**config.mk**
```make
export PLATFORM = sky130hd
export DESIGN_NAME = sha_pad_feeder
export DESIGN_NICKNAME = d
export VERILOG_FILES = /design/src/rtl/sha_feed_pkg.sv /design/src/rtl/sha_feed_buf.sv /design/src/rtl/sha_pad_feeder.sv
export SDC_FILE = /design/constraint.sdc
export NUM_CORES = 1
export LEC_CHECK = 0
export ABC_CLOCK_PERIOD_IN_PS = 2100
export CAP_MARGIN = 0
export CORE_MARGIN = 2
export CORE_UTILIZATION = 50
export CTS_CLUSTER_SIZE = 25
export DETAILED_ROUTE_END_ITERATION = 6
export PLACE_DENSITY = 0.84
export SLEW_MARGIN = 5
export SYNTH_ARGS = -nofsm -noshare
export SYNTH_HDL_FRONTEND = slang
export SYNTH_SLANG_ARGS = --single-unit
```
**constraint.sdc**
```tcl
create_clock -name clk -period 2.1 [get_ports clk]
set_clock_uncertainty 0.05 [all_clocks]
set_input_delay 0.21 -clock clk [delete_from_list [all_inputs] [get_ports clk]]
set_output_delay 0.21 -clock clk [all_outputs]
set_load 0.1 [all_outputs]
```
**src/rtl/sha_feed_pkg.sv**
```systemverilog
// Shared definitions for the SHA-256 message padding front end.
// Contents: FSM state encoding, block geometry constants, and a helper that
// picks one byte of the big-endian 64-bit message bit length.
package sha_feed_pkg;

  typedef enum logic [2:0] {
    S_IDLE,
    S_FILL,
    S_PAD,
    S_LEN,
    S_ISSUE,
    S_WAIT
  } state_t;

  localparam int         BLK_BYTES = 64;
  localparam int         LEN_OFF   = 56;
  localparam logic [7:0] PAD_BYTE  = 8'h80;
  localparam int         SHA_BLK_W = 512;

  // Byte of the length field that belongs at block position idx (56..63),
  // most significant byte first.
  function automatic logic [7:0] len_byte(input logic [63:0] bits,
                                          input logic [5:0]  idx);
    logic [2:0] k;
    k = idx[2:0];
    return bits[63 - 8*int'(k) -: 8];
  endfunction

endpackage

```
**src/rtl/sha_feed_buf.sv**
```systemverilog
// sha_blk_buf: 64-byte block register with indexed byte write.
// Ports:
//   clk, rst_n  clock and asynchronous active-low reset
//   clr         synchronous clear of every byte (wins over wr_en)
//   wr_en       write wr_data into byte wr_idx
//   wr_idx      byte index, 0 = first message byte of the block
//   wr_data     byte to write
//   data        flat read-out, byte 0 at [511:504]
module sha_blk_buf
  import sha_feed_pkg::*;
(
  input  logic                 clk,
  input  logic                 rst_n,
  input  logic                 clr,
  input  logic                 wr_en,
  input  logic [5:0]           wr_idx,
  input  logic [7:0]           wr_data,
  output logic [SHA_BLK_W-1:0] data
);

  logic [7:0] mem [BLK_BYTES];

  always_ff @(posedge clk or negedge rst_n) begin
    if (!rst_n) begin
      for (int i = 0; i < BLK_BYTES; i++) mem[i] <= '0;
    end else if (clr) begin
      for (int i = 0; i < BLK_BYTES; i++) mem[i] <= '0;
    end else if (wr_en) begin
      mem[wr_idx] <= wr_data;
    end
  end

  for (genvar g = 0; g < BLK_BYTES; g++) begin : g_out
    assign data[SHA_BLK_W-1-8*g -: 8] = mem[g];
  end

endmodule

```
**src/rtl/sha_pad_feeder.sv**
```systemverilog
// sha_pad_feeder: accepts a message byte stream, builds 512-bit blocks with
// SHA-256 padding (0x80, zero fill, 64-bit big-endian bit length) and hands
// each block to the hash core with a start/done handshake.
// Optional feature: define SHA_FEED_LENCHK_EN to flag byte-count overflow on
// err_len and drop the message; otherwise the count wraps silently.
// Ports:
//   clk, rst_n                  clock, asynchronous active-low reset
//   in_valid/in_data/in_last    byte stream in, in_last marks final byte
//   in_ready                    byte accepted when in_valid && in_ready
//   blk_data                    block to core, byte 0 at [511:504]
//   blk_start                   one-cycle pulse, block valid, core starts
//   blk_first/blk_last          block position flags, valid with blk_start
//   core_done                   core has consumed the block
//   busy                        not idle
//   msg_done                    pulse after the final block completes
//   err_len                     pulse on length overflow (feature build only)
//
// state   | meaning
// IDLE    | waiting for the first byte of a message
// FILL    | collecting message bytes into the block
// PAD     | writing 0x80 / zero fill, one byte per cycle
// LEN     | writing the 8 length bytes at 56..63
// ISSUE   | blk_start pulse
// WAIT    | block owned by the core until core_done
module sha_pad_feeder
  import sha_feed_pkg::*;
#(
  parameter int LEN_W = 32
) (
  input  logic                 clk,
  input  logic                 rst_n,
  input  logic                 in_valid,
  input  logic [7:0]           in_data,
  input  logic                 in_last,
  output logic                 in_ready,
  output logic [SHA_BLK_W-1:0] blk_data,
  output logic                 blk_start,
  output logic                 blk_first,
  output logic                 blk_last,
  input  logic                 core_done,
  output logic                 busy,
  output logic                 msg_done,
  output logic                 err_len
);

  state_t           state, state_nx;
  logic [5:0]       idx, idx_nx;
  logic [LEN_W-1:0] byte_cnt, byte_cnt_nx;
  logic             first_flag, first_nx;
  logic             last_flag, last_nx;
  logic             pad_pend, pad_pend_nx;
  logic             pad_sent, pad_sent_nx;
  logic             armed;
  logic             msg_done_nx;
  logic             buf_clr, buf_wr;
  logic [7:0]       buf_byte;
  logic             accept;
  logic             len_ovf;
  logic [63:0]      len_bits;

  // in_ready stays low until the first clock after reset release.
  assign in_ready  = armed && (state == S_IDLE || state == S_FILL);
  assign accept    = in_valid && in_ready;
  assign busy      = (state != S_IDLE);
  assign blk_start = (state == S_ISSUE);
  assign blk_first = blk_start && first_flag;
  assign blk_last  = blk_start && last_flag;
  assign len_bits  = 64'(byte_cnt) << 3;

`ifdef SHA_FEED_LENCHK_EN
  logic err_q;
  assign len_ovf = (state == S_FILL) && accept && !in_last && (byte_cnt == '1);
  always_ff @(posedge clk or negedge rst_n) begin
    if (!rst_n) err_q <= 1'b0;
    else        err_q <= len_ovf;
  end
  assign err_len = err_q;
`else
  assign len_ovf = 1'b0;
  assign err_len = 1'b0;
`endif

  sha_blk_buf u_buf (
    .clk     (clk),
    .rst_n   (rst_n),
    .clr     (buf_clr),
    .wr_en   (buf_wr),
    .wr_idx  (idx),
    .wr_data (buf_byte),
    .data    (blk_data)
  );

  always_ff @(posedge clk or negedge rst_n) begin
    if (!rst_n) begin
      state      <= S_IDLE;
      idx        <= '0;
      byte_cnt   <= '0;
      first_flag <= 1'b0;
      last_flag  <= 1'b0;
      pad_pend   <= 1'b0;
      pad_sent   <= 1'b0;
      armed      <= 1'b0;
      msg_done   <= 1'b0;
    end else begin
      state      <= state_nx;
      idx        <= idx_nx;
      byte_cnt   <= byte_cnt_nx;
      first_flag <= first_nx;
      last_flag  <= last_nx;
      pad_pend   <= pad_pend_nx;
      pad_sent   <= pad_sent_nx;
      armed      <= 1'b1;
      msg_done   <= msg_done_nx;
    end
  end

  always_comb begin
    state_nx    = state;
    idx_nx      = idx;
    byte_cnt_nx = byte_cnt;
    first_nx    = first_flag;
    last_nx     = last_flag;
    pad_pend_nx = pad_pend;
    pad_sent_nx = pad_sent;
    msg_done_nx = 1'b0;
    buf_clr     = 1'b0;
    buf_wr      = 1'b0;
    buf_byte    = in_data;

    case (state)
      S_IDLE: begin
        if (accept) begin
          buf_wr      = 1'b1;
          idx_nx      = 6'd1;
          byte_cnt_nx = LEN_W'(1);
          first_nx    = 1'b1;
          last_nx     = 1'b0;
          pad_pend_nx = 1'b0;
          pad_sent_nx = 1'b0;
          state_nx    = in_last ? S_PAD : S_FILL;
        end
      end

      S_FILL: begin
        if (accept) begin
          if (len_ovf) begin
            buf_clr     = 1'b1;
            idx_nx      = '0;
            byte_cnt_nx = '0;
            first_nx    = 1'b0;
            state_nx    = S_IDLE;
          end else begin
            buf_wr      = 1'b1;
            idx_nx      = idx + 6'd1;
            byte_cnt_nx = byte_cnt + LEN_W'(1);
            if (idx == 6'd63) begin
              state_nx    = S_ISSUE;
              pad_pend_nx = in_last;
            end else if (in_last) begin
              state_nx = S_PAD;
            end
          end
        end
      end

      S_PAD: begin
        buf_wr      = 1'b1;
        buf_byte    = pad_sent ? 8'h00 : PAD_BYTE;
        pad_sent_nx = 1'b1;
        idx_nx      = idx + 6'd1;
        if (idx == 6'(LEN_OFF - 1)) begin
          state_nx = S_LEN;
        end else if (idx == 6'd63) begin
          // No room for the length field: it goes into an extra block.
          state_nx    = S_ISSUE;
          pad_pend_nx = 1'b1;
        end
      end

      S_LEN: begin
        buf_wr   = 1'b1;
        buf_byte = len_byte(len_bits, idx);
        idx_nx   = idx + 6'd1;
        if (idx == 6'd63) begin
          state_nx = S_ISSUE;
          last_nx  = 1'b1;
        end
      end

      S_ISSUE: begin
        first_nx = 1'b0;
        state_nx = S_WAIT;
      end

      S_WAIT: begin
        if (core_done) begin
          idx_nx = '0;
          if (last_flag) begin
            state_nx    = S_IDLE;
            msg_done_nx = 1'b1;
            buf_clr     = 1'b1;
            last_nx     = 1'b0;
            pad_sent_nx = 1'b0;
            byte_cnt_nx = '0;
          end else if (pad_pend) begin
            state_nx    = S_PAD;
            pad_pend_nx = 1'b0;
          end else begin
            state_nx = S_FILL;
          end
        end
      end

      default: state_nx = S_IDLE;
    endcase
  end

endmodule

```
==> impl_metrics.tcl, run 1 <==
set metrics [dict create \
    slew_violations 0 \
    synth_top_area_frac 0.6167 \
    area_growth_pct 46.38 \
    ys_top_cells_by_area "dfrtp_1 62%, o21ai_0 12%, nand3_1 11%, clkbuf_1 2.3%, nand2_1 2.3%" \
    clockRootBuffer "clkbuf_16" \
    hold_viol_final 0 \
    clk_pin_slew_ns 0.06 \
    required_ns 2.56 \
    top_layer "met5" \
    synth_edf_count 0 \
    met3WireLength_mm 11.58 \
    antenna_found_initial 2 \
    synth_compound_area_frac 0.1549 \
    worst_pin_slew_ns 0.6873 \
    grt_pass1_vias 21093 \
    design.portCount 532 \
    period_share 1.034 \
    syn_nets 2254 \
    multi_input_area_sq_mm 0.008265 \
    crit_type "reg -> reg" \
    synth.distinct_cells 73 \
    synth_fa_ha_area_frac 0.001103 \
    met2_length_mm 43.42 \
    powerDensity_mw_per_mm2 1192 \
    h-tree-depth 2 \
    cp_max_fo 15 \
    numCtsBuffers 55 \
    drc_errors 0 \
    crit_chain "buf_4, buf_4, nor2b_2, buf_4, a311o_2, buf_6, buf_12, o21ai_0" \
    dp_hpwl_mm 61.04 \
    synthFlopType "dfrtp_1" \
    cp_top_family "buffers and inverters" \
    syn_inst 2239 \
    grt_max_degree 136 \
    avgSynthCellArea_sq_um 10.13 \
    routed_wirelength_mm 97.60 \
    critPathArrivalTime_ns 2.64 \
    muxShareOfSynthArea 0.006895 \
    peakVddDrop_v 0.001066 \
    seqCellArea_sq_mm 0.01399 \
    num_vias 22767 \
    outcome "finished with violations" \
    die_h_microns 217 \
    die_w_microns 217 \
    yosys_warnings 0 \
    synth_top_family_by_area "simple AND/OR/NAND/NOR gates" \
    firstDrtPassIters 6 \
    initial_core_util 0.5031 \
    detail_route.wl_per_cell_microns 27.18 \
    synth.yosys.seq_area_share 0.6167 \
    synth_top_area_cell "dfrtp_1" \
    synth_xor_xnor_area_share 0.001931 \
    antennaDiodeCount 0 \
    gp_congestion 0.9216 \
    io_buffers 530 \
    async_reset_ff_frac 1.000 \
    post-route-util 0.7364 \
    dieArea_sq_mm 0.04709 \
    worstHoldPathType "in -> async" \
    crit_top_cell "buf_4" \
    fillers 3033 \
    reg2reg_depth 8 \
    cts_tree "built" \
    maxCapViolations 0 \
    numClockSinks 559 \
    gr-total-overflow 0 \
    rows 78 \
    crit_slowest_cell "dfrtp_2" \
    fin_nets 2960 \
    drive_above_1_share 0.3621 \
    reg2reg_slack_ns -0.07 \
    min_period_ns 2.172 \
    critPathBufInv 5 \
    core-area_sq_mm 0.04509 \
    vias_per_cell 6.340 \
    ant_nets 0 \
    place_ws_ns -0.3281 \
    power_w 0.03958 \
    r2r_start "state[1]$_DFFE_PN0P_" \
    drt_iter0_drc 3235 \
    met1_length_mm 36.06 \
    relSlewSlack 0.5418 \
    violations "negative setup slack" \
    yosys.area_share.simple 0.1765 \
    worstSetupEndpointType "flip-flop" \
    max_stage_delay_ns 0.42 \
    critPathLaunchType "flip-flop" \
    cellLeakagePower_nw 16.00 \
    max-clock-path-buffers 3 \
    r2r-end "u_buf.data[119]$_DFFE_PN0P_" \
    setup_viol 102 \
    syn_area_sq_mm 0.02268 \
    grt_pass1_wl_mm 130.6 \
    grtUsageTotal 0.3627 \
    worst_slack_ns -0.07233 \
    rsz0062_at_grt "true" \
    insertion_delay_ns 0.62 \
    fmax_ghz 0.4603 \
    ys_seq_elements 559 \
]
## layout by cell type (no fill, tap or decap), types with 8 or more instances in the layout
cell type,count
a21boi_0,13
a21boi_1,8
a21oi_1,28
a31oi_1,12
and3_1,9
buf_12,81
buf_4,698
buf_6,33
bufinv_16,11
clkbuf_16,79
clkbuf_8,12
clkdlybuf4s50_1,11
clkinv_2,8
dfrtp_1,554
nand2_1,114
nand2_2,14
nand2_4,8
nand3_1,514
nand4_1,15
nor2_1,31
o21ai_0,379
o21ai_1,133
o21ai_2,42
## cells in the mapped netlist (4+ instances only)
cell / n
a21boi_0: 21
clkbuf_1: 141
nand4_1: 15
nor2_1: 34
buf_2: 39
nand3_1: 517
a21oi_1: 30
o31ai_1: 7
nand3b_1: 6
clkbuf_2: 5
xor2_1: 5
a31oi_1: 12
a32oi_2: 4
o21ai_0: 544
and2_1: 12
dfrtp_1: 559
mux2i_1: 4
nor3_1: 9
o21ai_1: 11
or4_1: 5
and3_1: 10
nand2_1: 136
inv_1: 6
buf_4: 14
buf_1: 11
nand2b_1: 4
## cell type report
cell class	instances	area share
tap	600	0.02261
inverter	7	0.0007913
sequential	559	0.4215
clock inverter	28	0.01375
clock buffer	75	0.04861
timing repair buffer	859	0.2438
multi-input combinational	1463	0.2489
## state kept, by name, summed over array words and instances (netlist names)
name / cells
pad_sent: 1
pad_pend: 1
state: 3
armed: 1
msg_done: 1
last_flag: 1
first_flag: 1
byte_cnt: 32
u_buf.data: 512
idx: 6
## what timing repair did
action | in CTS | in global routing
setup buffers | 10 | 20
setup endpoints to repair | 112 | 317
hold endpoints to repair | 342 | 0
pin swaps | 2 | 18
resized for setup | 28 | 315
cloned | 1 | 38
hold buffers | 1 | 0
## how the worst max path moves through the flow
stage / end / from / slack [ns] / cells after the start
after detailed placement: u_buf.data[400]$_DFFE_PN0P_ / idx[0]$_DFFE_PN0P_ / -0.33 / 6
after floorplan: blk_first / state[0]$_DFFE_PN0P_ / -0.08 / 4
after global routing: u_buf.data[450]$_DFFE_PN0P_ / state[1]$_DFFE_PN0P_ / -0.10 / 10
after global placement: u_buf.data[408]$_DFFE_PN0P_ / idx[0]$_DFFE_PN0P_ / -0.28 / 6
final: u_buf.data[119]$_DFFE_PN0P_ / state[1]$_DFFE_PN0P_ / -0.07 / 8
after CTS: u_buf.data[506]$_DFFE_PN0P_ / idx[0]$_DFFE_PN0P_ / -0.02 / 9
## per-layer routing
layer,vias to the layer above,global-route usage
li1,9449,-
met1,11177,0.4866
met2,1746,0.5613
met3,393,0.07687
met4,2,0.1856
met5,-,0
## power by group
| group | switching [W] | leakage [nW] | internal [W] |
|---|---|---|---|
| Combinational | 0.0116 | 7.28 | 0.00419 |
| Clock | 0.00448 | 1.01 | 0.00676 |
| Sequential | 0.000783 | 7.71 | 0.0118 |
## through the flow
step / instances / setup TNS [ns] / hold WS [ns] / area, sq um
2_1_floorplan: 2239 / -0.1681 / -0.1356 / 22700
3_3_place_gp: 3421 / -10.05 / 0.1134 / 29590
3_5_place_dp: 3421 / -23.39 / 0.1182 / 29590
4_1_cts: 3535 / -0.03687 / 0.05941 / 31840
5_1_grt: 3591 / -7.398 / 0.1162 / 33200
6_report: 3591 / -1.726 / 0.09087 / 33200
## kinds of logic (layout without fill, tap and decap cells)
family,count (synthesis),count (layout)
buffers and inverters,219,969
multiplexers,10,10
AO/OA/AOI/OAI,657,659
adder cells (fa/ha/maj),2,2
XOR/XNOR,5,5
flip-flops,559,559
AND/OR/NAND/NOR,785,785
other,2,2
Note: power is estimated with default switching activity, not from simulation.
==> run 2, diff against run 1 <==
--- a/config.mk
+++ b/config.mk
@@ -5,13 +5,14 @@
 export SDC_FILE = /design/constraint.sdc
 export NUM_CORES = 1
 export LEC_CHECK = 0
-export ABC_CLOCK_PERIOD_IN_PS = 2100
+export ABC_CLOCK_PERIOD_IN_PS = 2230
 export CAP_MARGIN = 0
-export CORE_MARGIN = 2
-export CORE_UTILIZATION = 50
+export CORE_AREA = 2 2 205 207
 export CTS_CLUSTER_SIZE = 25
 export DETAILED_ROUTE_END_ITERATION = 6
-export PLACE_DENSITY = 0.84
+export DIE_AREA = 0 0 207 209
+export DONT_BUFFER_PORTS = 1
+export PLACE_DENSITY = 0.75
 export SLEW_MARGIN = 5
 export SYNTH_ARGS = -nofsm -noshare
 export SYNTH_HDL_FRONTEND = slang
==> constraint.sdc (replaced) <==
create_clock -name clk -period 2.23 [get_ports clk]
set_clock_uncertainty 0.05 [all_clocks]
set_input_delay 0.223 -clock clk [delete_from_list [all_inputs] [get_ports clk]]
set_output_delay 0.223 -clock clk [all_outputs]
set_load 0.1 [all_outputs]
==> run 2 against run 1 <==
  * Highest routed layer unchanged
  * Clock power decreased by 15%
  * Sequential share of layout area increased by 4.8 points
  * Routed wire length decreased by 14%
  * Final cell count decreased by 7.3%
  * Critical path depth decreased by 2
  * The flow finishes with violations (negative hold slack, max-slew violations)
  * Register-to-register slack improved by 0.07 ns
  * Non-clock buffer count decreased by 202
  * Largest cell class unchanged
==> impl_metrics.tcl, run 2 (same netlist as run 1, synthesis figures left out) <==
set metrics [dict create \
    clockRootBuffer "clkbuf_16" \
    dieArea_sq_mm 0.04326 \
    switching_power_w 0.01432 \
    worstSetupEndpointType "flip-flop" \
    r2r-end "u_buf.data[162]$_DFFE_PN0P_" \
    worst_pin_slew_ns 2.047 \
    critPathBufInv 1 \
    peakVddDrop_v 0.0009738 \
    p_seq_frac 0.346 \
    design.portCount 532 \
    drc_errors 0 \
    worstHoldPathType "in -> async" \
    worst_slack_ns 0.0005571 \
    reg2reg_depth 6 \
    fmax_ghz 0.4485 \
    ant_nets 0 \
    crit_type "reg -> reg" \
    place_ws_ns -0.2867 \
    grt_pass1_vias 20087 \
    final_area_sq_mm 0.02984 \
    cp_max_fo 8 \
    grtUsageTotal 0.3768 \
    pwr-share-clk 0.285 \
    area_growth_pct 31.53 \
    fin_nets 2755 \
    critPathLaunchType "flip-flop" \
    die_h_microns 209 \
    dpl.cell_count 3209 \
    min_period_ns 2.229 \
    firstDrtPassIters 6 \
    io_buffers 0 \
    power_w 0.03354 \
    r2r_start "state[1]$_DFFE_PN0P_" \
    largest_reg_flops 512 \
    cp_top_family "simple AND/OR/NAND/NOR gates" \
    power.internal_w 0.01922 \
    gr-total-overflow 0 \
    antenna_found_initial 8 \
    numClockSinks 559 \
    hold_ws_ns -0.7347 \
    vias_per_cell 6.337 \
    finalNonFillerCells 3330 \
    core-area_sq_mm 0.04129 \
    detail_route.wl_per_cell_microns 25.08 \
    drt_iter0_drc 2591 \
    cts_tree "built" \
    p_sw_frac 0.4269 \
    insertion_delay_ns 0.61 \
    grt_pass1_wl_mm 125.0 \
    relSlewSlack -0.3644 \
    crit_slowest_cell "nor3_1" \
    rsz0062_at_grt "true" \
    drive_above_1_share 0.2961 \
    die_w_microns 207 \
    numCtsBuffers 54 \
    powerDensity_mw_per_mm2 1124 \
    layout_common_cells "619 x buf_4, 554 x dfrtp_1, 543 x o21ai_0, 517 x nand3_1, 103 x nand2_1" \
    dp_hpwl_mm 56.48 \
    h-tree-depth 2 \
    maxCapViolations 0 \
    rows 75 \
    hold_buffers 9 \
    clk_pin_slew_ns 0.07 \
    setup_viol 0 \
    cellLeakagePower_nw 14.26 \
    grt_max_degree 560 \
    initial_core_util 0.5494 \
    crit_chain "nor2b_1, nand2_1, nor3_1, a21boi_0, buf_4, o21ai_0" \
    slew_violations 311 \
    max-clock-path-buffers 3 \
    final_common_cell "buf_4" \
    place_area_sq_mm 0.02772 \
    hold_viol_final 559 \
    gp_congestion 0.8981 \
    violations "negative hold slack, max-slew violations" \
    required_ns 2.68 \
    routed_wirelength_mm 83.50 \
    num_vias 21102 \
    outcome "finished with violations" \
    max_stage_delay_ns 0.55 \
    reg2reg_slack_ns 0.0006 \
    period_share 0.9998 \
    combPwrFrac 0.369 \
    critPathArrivalTime_ns 2.68 \
]
==> run 2: cell types whose count changed in the layout (fill, tap and decap cells not counted), moves of 31 or more <==
cell     delta
buf_6      -31
buf_4      -79
o21ai_1   -121
o21ai_2    -42
buf_12     -56
o21ai_0   +164
==> run 2: how the worst max path moves through the flow <==
stage	from	end	slack, ns	depth (start not counted)
2_1_floorplan	state[0]$_DFFE_PN0P_	blk_first	0.009	4
3_3_place_gp	state[1]$_DFFE_PN0P_	u_buf.data[474]$_DFFE_PN0P_	-0.23	5
3_5_place_dp	state[1]$_DFFE_PN0P_	u_buf.data[480]$_DFFE_PN0P_	-0.29	5
4_1_cts	state[2]$_DFFE_PN0P_	u_buf.data[145]$_DFFE_PN0P_	0.004	5
5_1_grt	state[1]$_DFFE_PN0P_	u_buf.data[175]$_DFFE_PN0P_	-0.09	6
6_report	state[1]$_DFFE_PN0P_	u_buf.data[162]$_DFFE_PN0P_	0.0006	6
==> run 2: final cells by class <==
type,count,area (sq um)
repair buffers,657,5303
diodes,8,20.02
fillers,2835,11450
clock inverters,22,279.0
flip-flops and latches,559,13990
clock buffers,77,1549
well taps,539,674.4
multi-input cells,1461,7991
inverters,7,26.28
==> run 2: routing by layer <==
layer / wire length, microns / global-route usage
met1: 30880 / 0.4813
met2: 38800 / 0.5853
met3: 9106 / 0.1129
met4: 4696 / 0.1973
met5: 10 / 0
==> run 2: power groups by stage <==
stage	sequential, W	clock (W)	combinational, W
after floorplan	0.0175	0	0.00275
after global placement	0.0117	0	0.0119
after detailed placement	0.0117	0	0.0121
after CTS	0.0116	0.00957	0.0122
after global routing	0.0117	0.00997	0.0127
final	0.0116	0.00956	0.0124
==> run 2: through the flow <==
stage               utilization  TNS, ns
CTS                      0.7185        0
floorplan                     -        0
global route             0.7225  -0.4808
global placement         0.6713   -1.602
detailed placement       0.6713   -2.866
finish                   0.7226        0
==> run 2: what timing repair did <==
| item | CTS | global route |
|---|---|---|
| hold endpoints to repair | 591 | 559 |
| setup buffers | 1 | 4 |
| pin swaps | 0 | 1 |
| resized for setup | 12 | 47 |
| endpoints found under the setup margin | 44 | 207 |
